## config.mk

```make
export PLATFORM = sky130hd
export DESIGN_NAME = regfile_sb
export DESIGN_NICKNAME = d
export VERILOG_FILES = /design/src/rtl/regfile_sb.sv
export SDC_FILE = /design/constraint.sdc
export NUM_CORES = 1
export LEC_CHECK = 0
export CAP_MARGIN = 15
export CORE_MARGIN = 1.5
export CORE_UTILIZATION = 60
export CTS_BUF_LIST = sky130_fd_sc_hd__clkbuf_4
export DETAILED_ROUTE_END_ITERATION = 10
export PLACE_DENSITY = 0.86
export SLEW_MARGIN = 20
export SYNTH_ARGS = -nofsm -noshare
export SYNTH_HDL_FRONTEND = slang
export SYNTH_SLANG_ARGS = --single-unit
export TNS_END_PERCENT = 50
```

## constraint.sdc

```tcl
create_clock -name clk_i -period 2.3 [get_ports clk_i]
set_input_delay 0.345 -clock clk_i [delete_from_list [all_inputs] [get_ports clk_i]]
set_output_delay 0.345 -clock clk_i [all_outputs]
set_load 0.02 [all_outputs]
```

## src/rtl/regfile_sb.sv

```systemverilog
// regfile_sb: parametrised register file with two write ports (ALU write-back
// on port A, memory load-return on port B), optional write-to-read bypass,
// optional hardwired zero register and a pending-load scoreboard that flags
// source registers still waiting on a load.
module regfile_sb #(
  parameter int WIDTH    = 16,
  parameter int DEPTH    = 8,
  parameter bit BYPASS   = 1'b1,
  parameter bit ZERO_REG = 1'b0,
  localparam int AW      = $clog2(DEPTH)
) (
  input  logic             clk_i,
  input  logic             rst_ni,
  input  logic [AW-1:0]    src0_i,
  input  logic [AW-1:0]    src1_i,
  output logic [WIDTH-1:0] op0_o,
  output logic [WIDTH-1:0] op1_o,
  input  logic             wa_en_i,
  input  logic [AW-1:0]    wa_addr_i,
  input  logic [WIDTH-1:0] wa_data_i,
  input  logic             wb_en_i,
  input  logic [AW-1:0]    wb_addr_i,
  input  logic [WIDTH-1:0] wb_data_i,
  input  logic             ld_issue_i,
  input  logic [AW-1:0]    ld_addr_i,
  output logic             src0_busy_o,
  output logic             src1_busy_o,
  output logic             stall_o,
  output logic             wr_conflict_o
);

  logic [WIDTH-1:0] regs_q [DEPTH];
  logic [WIDTH-1:0] regs_d [DEPTH];
  logic [DEPTH-1:0] busy_q;
  logic [DEPTH-1:0] busy_d;
  logic             conflict_q;
  logic             conflict_d;

  logic             waValid;
  logic             wbValid;
  logic             ldValid;
  logic             wbCommit;

  logic [AW-1:0]    srcAddr [2];
  logic [WIDTH-1:0] opData  [2];

  // Accesses aimed at a hardwired zero register are treated as if they never
  // happened, so they neither write, collide nor mark the register busy.
  assign waValid = wa_en_i && !(ZERO_REG && (wa_addr_i == '0));
  assign wbValid = wb_en_i && !(ZERO_REG && (wb_addr_i == '0));
  assign ldValid = ld_issue_i && !(ZERO_REG && (ld_addr_i == '0));

  // Port A wins a same-address collision; the load-return data is dropped.
  assign conflict_d = waValid && wbValid && (wa_addr_i == wb_addr_i);
  assign wbCommit   = wbValid && !conflict_d;

  // Next-state of the storage array: port B first so port A overrides it.
  always_comb begin
    for (int r = 0; r < DEPTH; r++) begin
      regs_d[r] = regs_q[r];
      if (wbCommit && (wb_addr_i == AW'(r))) regs_d[r] = wb_data_i;
      if (waValid && (wa_addr_i == AW'(r))) regs_d[r] = wa_data_i;
    end
  end

  // Scoreboard next-state: a new load outranks a return to the same register.
  always_comb begin
    busy_d = busy_q;
    for (int r = 0; r < DEPTH; r++) begin
      if (wbValid && (wb_addr_i == AW'(r))) busy_d[r] = 1'b0;
      if (ldValid && (ld_addr_i == AW'(r))) busy_d[r] = 1'b1;
    end
  end

  // State registers, cleared asynchronously by reset.
  always_ff @(posedge clk_i or negedge rst_ni) begin
    if (!rst_ni) begin
      for (int r = 0; r < DEPTH; r++) regs_q[r] <= '0;
      busy_q     <= '0;
      conflict_q <= 1'b0;
    end else begin
      for (int r = 0; r < DEPTH; r++) regs_q[r] <= regs_d[r];
      busy_q     <= busy_d;
      conflict_q <= conflict_d;
    end
  end

  assign srcAddr[0] = src0_i;
  assign srcAddr[1] = src1_i;

  // Read ports: stored value, optionally overridden by same-cycle write data
  // with port A taking priority, and forced to zero for the zero register.
  always_comb begin
    for (int p = 0; p < 2; p++) begin
      opData[p] = regs_q[srcAddr[p]];
      if (BYPASS) begin
        if (wb_en_i && (wb_addr_i == srcAddr[p])) opData[p] = wb_data_i;
        if (wa_en_i && (wa_addr_i == srcAddr[p])) opData[p] = wa_data_i;
      end
      if (ZERO_REG && (srcAddr[p] == '0)) opData[p] = '0;
    end
  end

  assign op0_o         = opData[0];
  assign op1_o         = opData[1];
  assign src0_busy_o   = busy_q[src0_i];
  assign src1_busy_o   = busy_q[src1_i];
  assign stall_o       = src0_busy_o | src1_busy_o;
  assign wr_conflict_o = conflict_q;

endmodule
```

### Word-level counts from Yosys, hierarchy flattened

Cells that the tools add are included.

| storage, ports and cells | value |
|---|---|
| register bits | 137 |
| input port bits | 52 |
| word-level logic and storage cells | 155 |

| cells by class | value |
|---|---|
| order comparisons | 4 |
| equality and inequality tests | 26 |
| multiplexer cells | 46 |
| bitwise operators | 3 |
| reduce and logical (&&, ||, !) cells | 59 |

Operators by type and width:

| cell | count |
|---|---|
| 2-to-1 mux 16 bit | 24 |
| binary-select mux 16 bit (select 3 bit) | 2 |
| logical AND 1 bit | 39 |
| == test 3 bit, second input constant | 12 |
| nonzero test 2 bit | 16 |
| == test 3 x 2 -> 1 bit, second input constant | 6 |
| 2-to-1 mux 1 bit | 18 |
| == test 3 bit | 5 |
| == test 3 x 1 -> 1 bit, second input constant | 3 |
| logical NOT 3 bit | 3 |
| greater-or-equal comparator 4 bit, second input constant | 2 |
| < comparator 3 x 4 -> 1 bit, second input constant | 2 |
| NOT 3 -> 4 bit | 2 |
| binary-select mux 1 bit (select 3 bit) | 2 |
| logical NOT 1 bit | 1 |
| OR 1 bit | 1 |

### Longest topological paths before layout

Gate-level depths: netlist of the first run.

| depth | value |
|---|---|
| depth in word-level cells | 7 |
| gate-level depth with buffers | 7 |
| depth with buffers taken out | 4 |

### Least setup slack after synthesis of the first run

No wires, ideal clock.

| timing path | value |
|---|---|
| kind | input-to-output |
| from | input src1_i[0] |
| to | output op1_o[10] |
| arrival | 1.992 ns |
| data required time | 1.955 ns |
| path slack | -0.037 ns |
| cell stages on the path | 7 |
| buffers on the path | 3 |
| cell sequence | buf_2 > buf_6 > xnor2_1 > nand4_1 > buf_4 > mux2i_1 > o21ai_1 |

| on the way | value |
|---|---|
| word-level cells in the longest chain between the ends | 6 |

RTL lines:

| what | RTL line | RTL |
|---|---|---|
| start, declared | 15 | `input logic [AW-1:0] src1_i,` |
| NOT 3 -> 4 bit (not written as such) | 95 | `opData[p] = regs_q[srcAddr[p]];` |
| binary-select mux 16 bit (select 3 bit) | 95 |  |
| 2-to-1 mux 16 bit (not written as such) (2 in a row) | 95 |  |
| 2-to-1 mux 16 bit | 97 | `if (wb_en_i && (wb_addr_i == srcAddr[p])) opData[p] = wb_data_i;` |
| 2-to-1 mux 16 bit * | 98 | `if (wa_en_i && (wa_addr_i == srcAddr[p])) opData[p] = wa_data_i;` |
| end, declared | 17 | `output logic [WIDTH-1:0] op1_o,` |

Every way passes the cells marked *; elsewhere a longest branch is shown, timed or not. The select of a mux whose other input is x is not followed.

### Worst setup path after layout of the first run

| timing path | value |
|---|---|
| from | register regs_q[47] (netlist name) |
| to | output op0_o[15] |

| on the way | value |
|---|---|
| word-level cells in the longest chain between the ends | 5 |

RTL lines:

| what | RTL line | RTL |
|---|---|---|
| start, declared | 32 | `logic [WIDTH-1:0] regs_q [DEPTH];` |
| binary-select mux 16 bit (select 3 bit) | 95 |  |
| 2-to-1 mux 16 bit (not written as such) (2 in a row) | 95 |  |
| 2-to-1 mux 16 bit | 97 |  |
| 2-to-1 mux 16 bit | 98 |  |
| end, declared | 16 | `output logic [WIDTH-1:0] op0_o,` |

No other way between the ends. The select of a mux whose other input is x is not followed.

==> results of run 1 <==
## synthesized netlist by cell type (all sizes together)
cell type | count | area share [%]
and4 | 3 | 0.28
xor2 | 3 | 0.88
inv | 8 | 0.32
nand2b | 72 | 4.9
o22a | 64 | 6.0
o22ai | 6 | 0.40
clkbuf | 45 | 1.8
nand4 | 3 | 0.20
xnor2 | 12 | 1.1
and4b | 3 | 0.32
nor4b | 1 | 0.16
o221a | 64 | 7.7
dfrtp | 137 | 37
nor4 | 1 | 0.067
nand4b | 3 | 0.28
mux2i | 32 | 3.4
buf | 53 | 3.4
and4bb | 3 | 0.40
o21ai | 34 | 1.8
nor3b | 2 | 0.27
o32ai | 2 | 0.19
o21a | 64 | 5.1
mux2 | 32 | 3.8
nand2 | 42 | 1.8
o41ai | 8 | 2.3
or2 | 1 | 0.067
mux4 | 68 | 16
nor3 | 2 | 0.11
## cell families (layout without fill, tap and decap cells)
family	count (synthesis)	in the layout	share of synthesized area, %
compound gates	242	242	23.5
flops	137	137	36.5
simple gates	136	136	8.86
mux	132	132	23.6
buf+inv	106	279	5.54
xor+xnor	15	15	2.00
other cells	0	1	0
## per-layer routing
metal	track usage [%]	routed length, um
met1	48.3	10600
met4	26.4	2230
met5	0	0
met2	62.8	14800
met3	9.35	3800
## worst max-delay path by stage
stage | from | endpoint | slack [ns] | cells past startpoint
2_1_floorplan | src0_i[0] | op0_o[6] | -0.03 | 7
3_3_place_gp | src0_i[1] | op0_o[15] | -0.45 | 6
3_5_place_dp | src0_i[1] | op0_o[15] | -0.44 | 6
4_1_cts | regs_q[47] | op0_o[15] | -0.27 | 5
5_1_grt | regs_q[35] | op1_o[3] | -0.32 | 5
6_report | regs_q[47] | op0_o[15] | -0.27 | 5
## where the power goes
group	switching (mW)	leakage, nW	internal, mW
clock	0.904	0.130	0.561
sequential	0.481	1.52	2.93
combinational	1.40	2.83	1.83
total	2.78	4.48	5.32
## worst max-delay path, delay by kind of cell (launching register included)
kind	cells	cell delay, ns
buf+inv	1	0.16
mux	3	0.98
compound gates	1	0.08
flops	1	0.42
## sequential cells by signal, indices dropped and copies added, names as in the netlist
| register | flops |
|---|---|
| busy_q | 8 |
| regs_q | 128 |
| wr_conflict_o | 1 |
## cell usage in the layout, fill, tap and decap left out, types with 4 or more instances in the layout
master	Yosys	final
buf_12	0	17
buf_2	26	20
buf_4	2	140
buf_6	11	15
clkbuf_4	0	21
clkdlybuf4s50_1	0	47
clkinv_2	0	4
dfrtp_1	137	137
inv_1	8	8
mux2_2	32	18
mux2_4	0	14
mux2i_1	32	23
mux2i_2	0	8
mux4_2	68	68
nand2_1	37	37
nand2_2	5	5
nand2b_1	68	68
nand2b_2	4	4
o21a_1	64	64
o21ai_1	34	17
o21ai_2	0	17
o221a_1	64	64
o22a_1	64	64
o22ai_1	6	6
o41ai_4	8	8
xnor2_1	12	12
## per-stage QoR
stage	power [mW]	TNS, ns	instance area [um^2]	cells
2_1_floorplan	5.22	-0.147	9450	768
3_3_place_gp	6.24	-32.51	11300	1101
3_5_place_dp	6.42	-40.99	11300	1101
4_1_cts	7.83	-6.84	11500	1140
5_1_grt	8.40	-8.94	11700	1153
6_report	8.10	-6.71	11700	1153
## timing repair
action                                 in CTS  in global routing
pin swaps                                   0                  4
setup endpoints to repair                  35                 35
endpoints found under the hold margin     112                  0
resized for setup                         167                 26
gates cloned                                0                  0
setup buffers                               7                 12
hold buffers                                1                  0
## area by class of cell
cell class / count / area (um^2)
multi-input combinational: 525 / 5610
fill: 899 / 3550
sequential: 137 / 3430
timing repair buffer: 240 / 2140
tap: 211 / 264
clock buffer: 21 / 158
clock inverter: 10 / 80.1
inverter: 8 / 30.0
antenna: 1 / 2.50
==> flow_metrics.py, run 1 <==
metrics = {
    "setup_path": {
        "crit_chain": "mux4_2 > mux2_2 > mux2i_1 > o21ai_1 > buf_2",
        "cpMaxStageDelayCell": "mux4_2",
        "critPathMaxStageDelay_ns": 0.50,
        "rr_worst_depth": 3,
        "arrival_ns": 2.22,
        "cp-start-kind": "flop",
        "reg2reg_setup_slack_ns": 1.31,
        "worstPathRequired_ns": 1.96,
        "path_class": "reg -> out",
        "critPathCaptureType": "output port",
        "rr_startpoint": "regs_q[62]",
        "r2r-end": "regs_q[62]",
        "crit_fanout": 3,
    },
    "synthesis": {
        "yosysUniqueCellTypes": 33,
        "avgSynthCellArea_um2": 12.2,
        "synth_nets": 820,
        "synth_seq_cells": 137,
        "netlist_area_um2": 9390,
        "ys_seq_area_share_pct": 36.5,
        "ys_warn_count": 0,
        "syn_inst": 768,
    },
    "timing": {
        "rsz0062_at_grt": "yes",
        "slew_viol_final": 0,
        "slew_headroom_pct": 60.5,
        "post-route-period-util_pct": 112,
        "fin_crit_ns": 2.57,
        "setup_slack_ns": -0.268,
        "fin_worst_skew_ns": 0,
        "finalHoldViolations": 0,
        "max_slew.worst_pin.slew_ns": 0.592,
        "setup_viol": 33,
        "fmax_mhz": 389,
        "worst_hold_slack_ns": 0.172,
    },
    "clocking": {
        "cts_buffer_depth": 2,
        "clkTransAtPathRegs_ns": 0.13,
        "insertion_delay_ns": 0.57,
        "htreeDepth": 4,
        "cts_buffers": 17,
        "clock-root-buffer": "clkbuf_4",
        "clock-sinks": 137,
        "tritoncts": "done",
    },
    "power": {
        "p_per_area_nw_per_um2": 691,
        "ir_worst_vdd_uv": 545,
        "power.static_leakage_nw": 4.48,
    },
    "grt": {
        "antenna_found_initial": 1,
        "track_usage_pct": 39.5,
        "grt_pass1_wl_um": 47800,
        "grt_max_degree": 55,
        "grt_overflow": 0,
        "grt_pass1_vias": 8660,
    },
    "place": {
        "dp_hpwl_um": 21100,
        "place_ws_ns": -0.438,
        "gp_routability_congestion": 0.947,
        "io_buffers": 87,
    },
    "final_layout": {
        "fin_util_pct": 76.8,
        "fin_nets": 981,
        "drive_gt1_share_pct": 39.9,
        "syn_to_final_growth_pct": 24.7,
    },
    "floorplan": {
        "initial_utilization_pct": 61.5,
        "dieArea_um2": 16400,
        "core_area_um2": 15300,
        "num_io_pins": 88,
        "die_h_um": 128,
        "fp-row-count": 45,
        "dieWidth_um": 128,
    },
    "detailed_routing": {
        "drt_wl_total_um": 31400,
        "drt_iter0_drc": 1202,
        "ant_nets": 0,
        "routedWlPerCell_um": 27.3,
        "drtPass1Iterations": 6,
        "vias": 8454,
        "via_per_inst": 7.33,
        "drcViolationCount": 0,
    },
    "job": {
        "maxCapViolCount": 0,
    },
    "min_path": {
        "hp-class": "in -> async",
    },
    "run_status": {
        "violations": "negative setup slack",
        "status": "complete, but fails checks",
    },
}
(Power assumes the default switching activity.)
==> run 2: changes to the inputs <==
CORE_MARGIN = 2   (was 1.5)
CORE_UTILIZATION = 54   (was 60)
CTS_CLUSTER_SIZE = 24   (was default)
PLACE_DENSITY = 0.82   (was 0.86)
clock period = 2.27 ns   (was 2.3 ns; I/O delays follow)
==> flow_metrics.py, run 2 (synthesized netlist as in run 1, its figures left out) <==
metrics = {
    "run_status": {
        "status": "complete, but fails checks",
        "violations": "negative setup slack",
    },
    "min_path": {
        "hp-class": "in -> async",
    },
    "grt": {
        "use_met1_pct": 45.2,
        "top_usage_layer": "met2",
        "track_usage_pct": 35.4,
        "antenna_found_initial": 1,
        "grt_pass1_vias": 8535,
        "met3_usage_pct": 10.3,
        "grt_max_degree": 45,
        "grt_pass1_wl_um": 48500,
        "grt_overflow": 0,
        "grt_use_met2_pct": 55.4,
    },
    "setup_path": {
        "critPathCaptureType": "output port",
        "cp-start-kind": "flop",
        "crit_fanout": 3,
        "worstPathRequired_ns": 1.93,
        "path_class": "reg -> out",
        "arrival_ns": 2.23,
    },
    "timing": {
        "worst_hold_slack_ns": 0.297,
        "slew_viol_final": 0,
        "fin_crit_ns": 2.57,
        "slew_headroom_pct": 54.8,
        "max_slew.worst_pin.slew_ns": 0.678,
        "rsz0062_at_grt": "yes",
        "fin_worst_skew_ns": 0,
        "setup_slack_ns": -0.297,
        "finalHoldViolations": 0,
        "setup_tns_ns": -7.67,
        "setup_viol": 33,
        "post-route-period-util_pct": 113,
        "fmax_mhz": 390,
    },
    "final_layout": {
        "regArea_um2": 3430,
        "mostFrequentLayoutCells": "dfrtp_1 (137), buf_4 (122), mux4_2 (68), nand2b_1 (68)",
        "drive_gt1_share_pct": 40.3,
        "fin_nets": 972,
        "syn_to_final_growth_pct": 27.4,
        "fin_area_um2": 12000,
        "multiInputGateArea_um2": 5720,
        "top_register": "regs_q",
        "n_fill_cell": 1116,
        "largest_reg_flops": 128,
        "fin_cells": 1159,
        "layout_commonest_cell": "dfrtp_1",
    },
    "floorplan": {
        "die_h_um": 136,
        "initial_utilization_pct": 54.8,
        "core_area_um2": 17100,
        "fp-row-count": 48,
        "dieWidth_um": 136,
        "dieArea_um2": 18500,
        "num_io_pins": 88,
    },
    "detailed_routing": {
        "ant_nets": 0,
        "drtPass1Iterations": 6,
        "routedWlPerCell_um": 27.8,
        "drt_iter0_drc": 1388,
        "drt_wl_total_um": 32200,
        "vias": 8267,
        "via_per_inst": 7.13,
        "drcViolationCount": 0,
    },
    "clocking": {
        "cts_buffers": 17,
        "insertion_delay_ns": 0.57,
        "clock-root-buffer": "clkbuf_4",
        "htreeDepth": 4,
        "clkTransAtPathRegs_ns": 0.13,
        "tritoncts": "done",
        "clock-sinks": 137,
        "cts_buffer_depth": 2,
    },
    "place": {
        "placed_cells": 1105,
        "gp_routability_congestion": 0.915,
        "place_ws_ns": -0.548,
        "io_buffers": 87,
        "dp_hpwl_um": 21200,
        "placed_area_um2": 11300,
    },
    "power": {
        "p_per_area_nw_per_um2": 733,
        "ir_worst_vdd_uv": 667,
        "power.static_leakage_nw": 4.51,
    },
    "job": {
        "maxCapViolCount": 0,
    },
}
run 2: cell count changes in the layout (fill, tap and decap cells not counted), moves of 5 or more:
| cell | change |
|---|---|
| buf_4 | -18 |
| buf_12 | +7 |
| mux2i_4 | +6 |
| buf_6 | +5 |
| mux2_2 | -5 |
| mux2_4 | +5 |
| mux2i_1 | -5 |
run 2: metal layers:
layer	wire length, um	up-vias
li1	-	3310
met1	11600	4077
met2	15200	714
met3	3830	166
met4	1590	0
met5	0	-
run 2: worst paths after layout:
check | from | to | slack (ns) | cells past startpoint
min in group clk_i | ld_addr_i[2] | busy_q[4] | 0.46 | 3
max in group asynchronous | rst_ni | regs_q[119] | 1.26 | 3
max | regs_q[45] | op1_o[13] | -0.30 | 5
min reg2reg | regs_q[22] | regs_q[22] | 0.53 | 1
min | rst_ni | regs_q[127] | 0.30 | 2
max reg2reg | regs_q[43] | regs_q[43] | 1.21 | 4
run 2: per-stage QoR:
step           power (mW)  utilization (%)
6_report             8.76             69.9
5_1_grt              9.05             69.9
2_1_floorplan        5.30                -
3_3_place_gp         6.43             66.2
4_1_cts              8.51             68.9
3_5_place_dp         6.59             66.2
run 2: repair_timing:
| item | CTS | global route |
|---|---|---|
| endpoints found under the hold margin | 40 | 0 |
| endpoints found under the setup margin | 35 | 35 |
| gates resized for setup | 201 | 21 |
| pin swaps | 3 | 4 |
| hold buffers | 1 | 0 |
| buffers inserted | 9 | 11 |
run 2: cell type report:
| cell class | count | area share (%) |
|---|---|---|
| Antenna cell | 1 | 0.0209 |
| Clock buffer | 18 | 1.13 |
| Timing Repair Buffer | 231 | 18.3 |
| Tap cell | 225 | 2.35 |
| Inverter | 8 | 0.251 |
| Sequential cell | 137 | 28.7 |
| Multi-Input combinational cell | 525 | 47.8 |
| Clock inverter | 14 | 1.51 |
run 2: critical path, stage by stage, from the launching register on:
cell     delay, ns
dfrtp_1       0.42
mux4_2        0.54
mux2_4        0.30
mux2i_2       0.18
o21ai_2       0.08
buf_6         0.13
run 2: where the power goes:
part	internal, mW	total [mW]	switching (mW)
sequential	2.96	3.41	0.444
combinational	1.98	3.50	1.53
clock	0.870	1.85	0.981
==> run 3: changes to the inputs <==
HOLD_SLACK_MARGIN = 0.12   (was default)
TNS_END_PERCENT = default   (was 50)
==> flow_metrics.py, run 3 (synthesized netlist as in run 1, its figures left out) <==
metrics = {
    "clocking": {
        "htreeDepth": 4,
        "insertion_delay_ns": 0.57,
        "clock-sinks": 137,
        "clkTransAtPathRegs_ns": 0.13,
        "cts_buffer_depth": 2,
        "tritoncts": "done",
        "clock-root-buffer": "clkbuf_4",
        "cts_buffers": 17,
    },
    "floorplan": {
        "core_area_um2": 17100,
        "num_io_pins": 88,
        "fp-row-count": 48,
        "die_h_um": 136,
        "initial_utilization_pct": 54.8,
        "dieWidth_um": 136,
        "dieArea_um2": 18500,
    },
    "min_path": {
        "hp-class": "in -> async",
    },
    "grt": {
        "grt_pass1_wl_um": 48600,
        "grt_overflow": 0,
        "antenna_found_initial": 1,
        "grt_pass1_vias": 8526,
        "grt_max_degree": 45,
        "track_usage_pct": 35.5,
    },
    "timing": {
        "fmax_mhz": 391,
        "slew_headroom_pct": 55.6,
        "setup_viol": 33,
        "rsz0062_at_grt": "yes",
        "max_slew.worst_pin.slew_ns": 0.666,
        "worst_hold_slack_ns": 0.312,
        "finalHoldViolations": 0,
        "fin_crit_ns": 2.56,
        "setup_slack_ns": -0.289,
        "slew_viol_final": 0,
        "fin_worst_skew_ns": 0,
        "post-route-period-util_pct": 113,
    },
    "setup_path": {
        "worstPathRequired_ns": 1.93,
        "crit_fanout": 3,
        "startpoint": "regs_q[45]",
        "reg2reg_setup_slack_ns": 1.21,
        "arrival_ns": 2.22,
        "path_class": "reg -> out",
        "cp-start-kind": "flop",
        "rr_worst_depth": 4,
        "critPathCaptureType": "output port",
        "rr_startpoint": "regs_q[43]",
    },
    "run_status": {
        "status": "complete, but fails checks",
        "violations": "negative setup slack",
    },
    "place": {
        "placed_area_um2": 11300,
        "place_ws_ns": -0.548,
        "dp_hpwl_um": 21200,
        "gp_routability_congestion": 0.915,
        "io_buffers": 87,
    },
    "final_layout": {
        "fin_area_um2": 12100,
        "fin_util_pct": 70.7,
        "fin_nets": 984,
        "drive_gt1_share_pct": 41.3,
        "largest_reg_flops": 128,
        "mostFrequentLayoutCells": "dfrtp_1 (137), buf_4 (137), mux4_2 (68), nand2b_1 (68)",
        "syn_to_final_growth_pct": 28.9,
        "top_register": "regs_q",
    },
    "detailed_routing": {
        "ant_nets": 0,
        "drcViolationCount": 0,
        "vias": 8337,
        "routedWlPerCell_um": 27.6,
        "via_per_inst": 7.11,
        "drt_iter0_drc": 1397,
        "drtPass1Iterations": 5,
        "drt_wl_total_um": 32400,
    },
    "job": {
        "maxCapViolCount": 0,
    },
    "power": {
        "power.static_leakage_nw": 4.59,
        "ir_worst_vdd_uv": 671,
        "p_per_area_nw_per_um2": 734,
    },
}
## run 3: cell types whose count changed in the layout (fill, tap and decap cells not counted)
cell and delta:
o21ai_1 -1, o21ai_2 +1, buf_2 -5, clkdlybuf4s50_1 +1
nand2_1 -1, diode_2 +1, nand2_2 +1, mux2_4 +4
mux2_2 -4, buf_12 +1, buf_4 +15, buf_6 +1
dlygate4sd2_1 -1
## run 3: metrics by stage
step | cells | setup TNS [ns] | power [mW]
floorplan | 768 | 0 | 5.30
global placement | 1105 | -36.91 | 6.43
detailed placement | 1105 | -42.33 | 6.59
CTS | 1150 | -7.67 | 8.58
global route | 1172 | -9.23 | 9.16
finish | 1172 | -7.54 | 8.88
## run 3: worst paths after layout
check                              end
max reg2reg                 regs_q[43]
min reg2reg                 regs_q[18]
min                         regs_q[47]
max                          op1_o[13]
min in group clk_i           busy_q[4]
max in group asynchronous  regs_q[119]
## run 3: final cells by class
type / count / area (um^2)
Multi-Input combinational cell: 525 / 5740
Fill cell: 1092 / 5010
Sequential cell: 137 / 3430
Timing Repair Buffer: 243 / 2310
Tap cell: 225 / 282
Clock inverter: 14 / 180
Clock buffer: 18 / 135
Inverter: 8 / 30.0
Antenna cell: 2 / 5.00
## run 3: worst max-delay path: stages, from the launching register on
cell	delay [ns]
dfrtp_1	0.41
mux4_2	0.54
mux2_4	0.30
mux2i_2	0.18
o21ai_2	0.08
buf_6	0.13
## run 3: what timing repair did
item                                   4_1_cts  5_1_grt
resized for setup                          216       20
hold buffers                                 1        0
endpoints found under the hold margin       40        0
pin swaps                                    9        5
setup buffers                               12       20
setup endpoints to repair                   35       35
## run 3: where the power goes
| group | leakage (nW) | internal [mW] | total, mW | switching, mW |
|---|---|---|---|---|
| Sequential | 1.52 | 2.96 | 3.41 | 0.446 |
| Combinational | 2.92 | 2.07 | 3.62 | 1.55 |
| Clock | 0.157 | 0.870 | 1.85 | 0.981 |
| Total | 4.59 | 5.90 | 8.88 | 2.98 |
## run 3: layer usage
metal / part of all wire, % / routed length [um] / up-vias / global-route usage [%]
met2: 48 / 15400 / 735 / 55.8
met4: 4.7 / 1510 / 0 / 17.5
met1: 35 / 11400 / 4105 / 45.3
met3: 12 / 4020 / 156 / 10.3
li1: - / - / 3341 / -
met5: 0 / 0 / - / 0
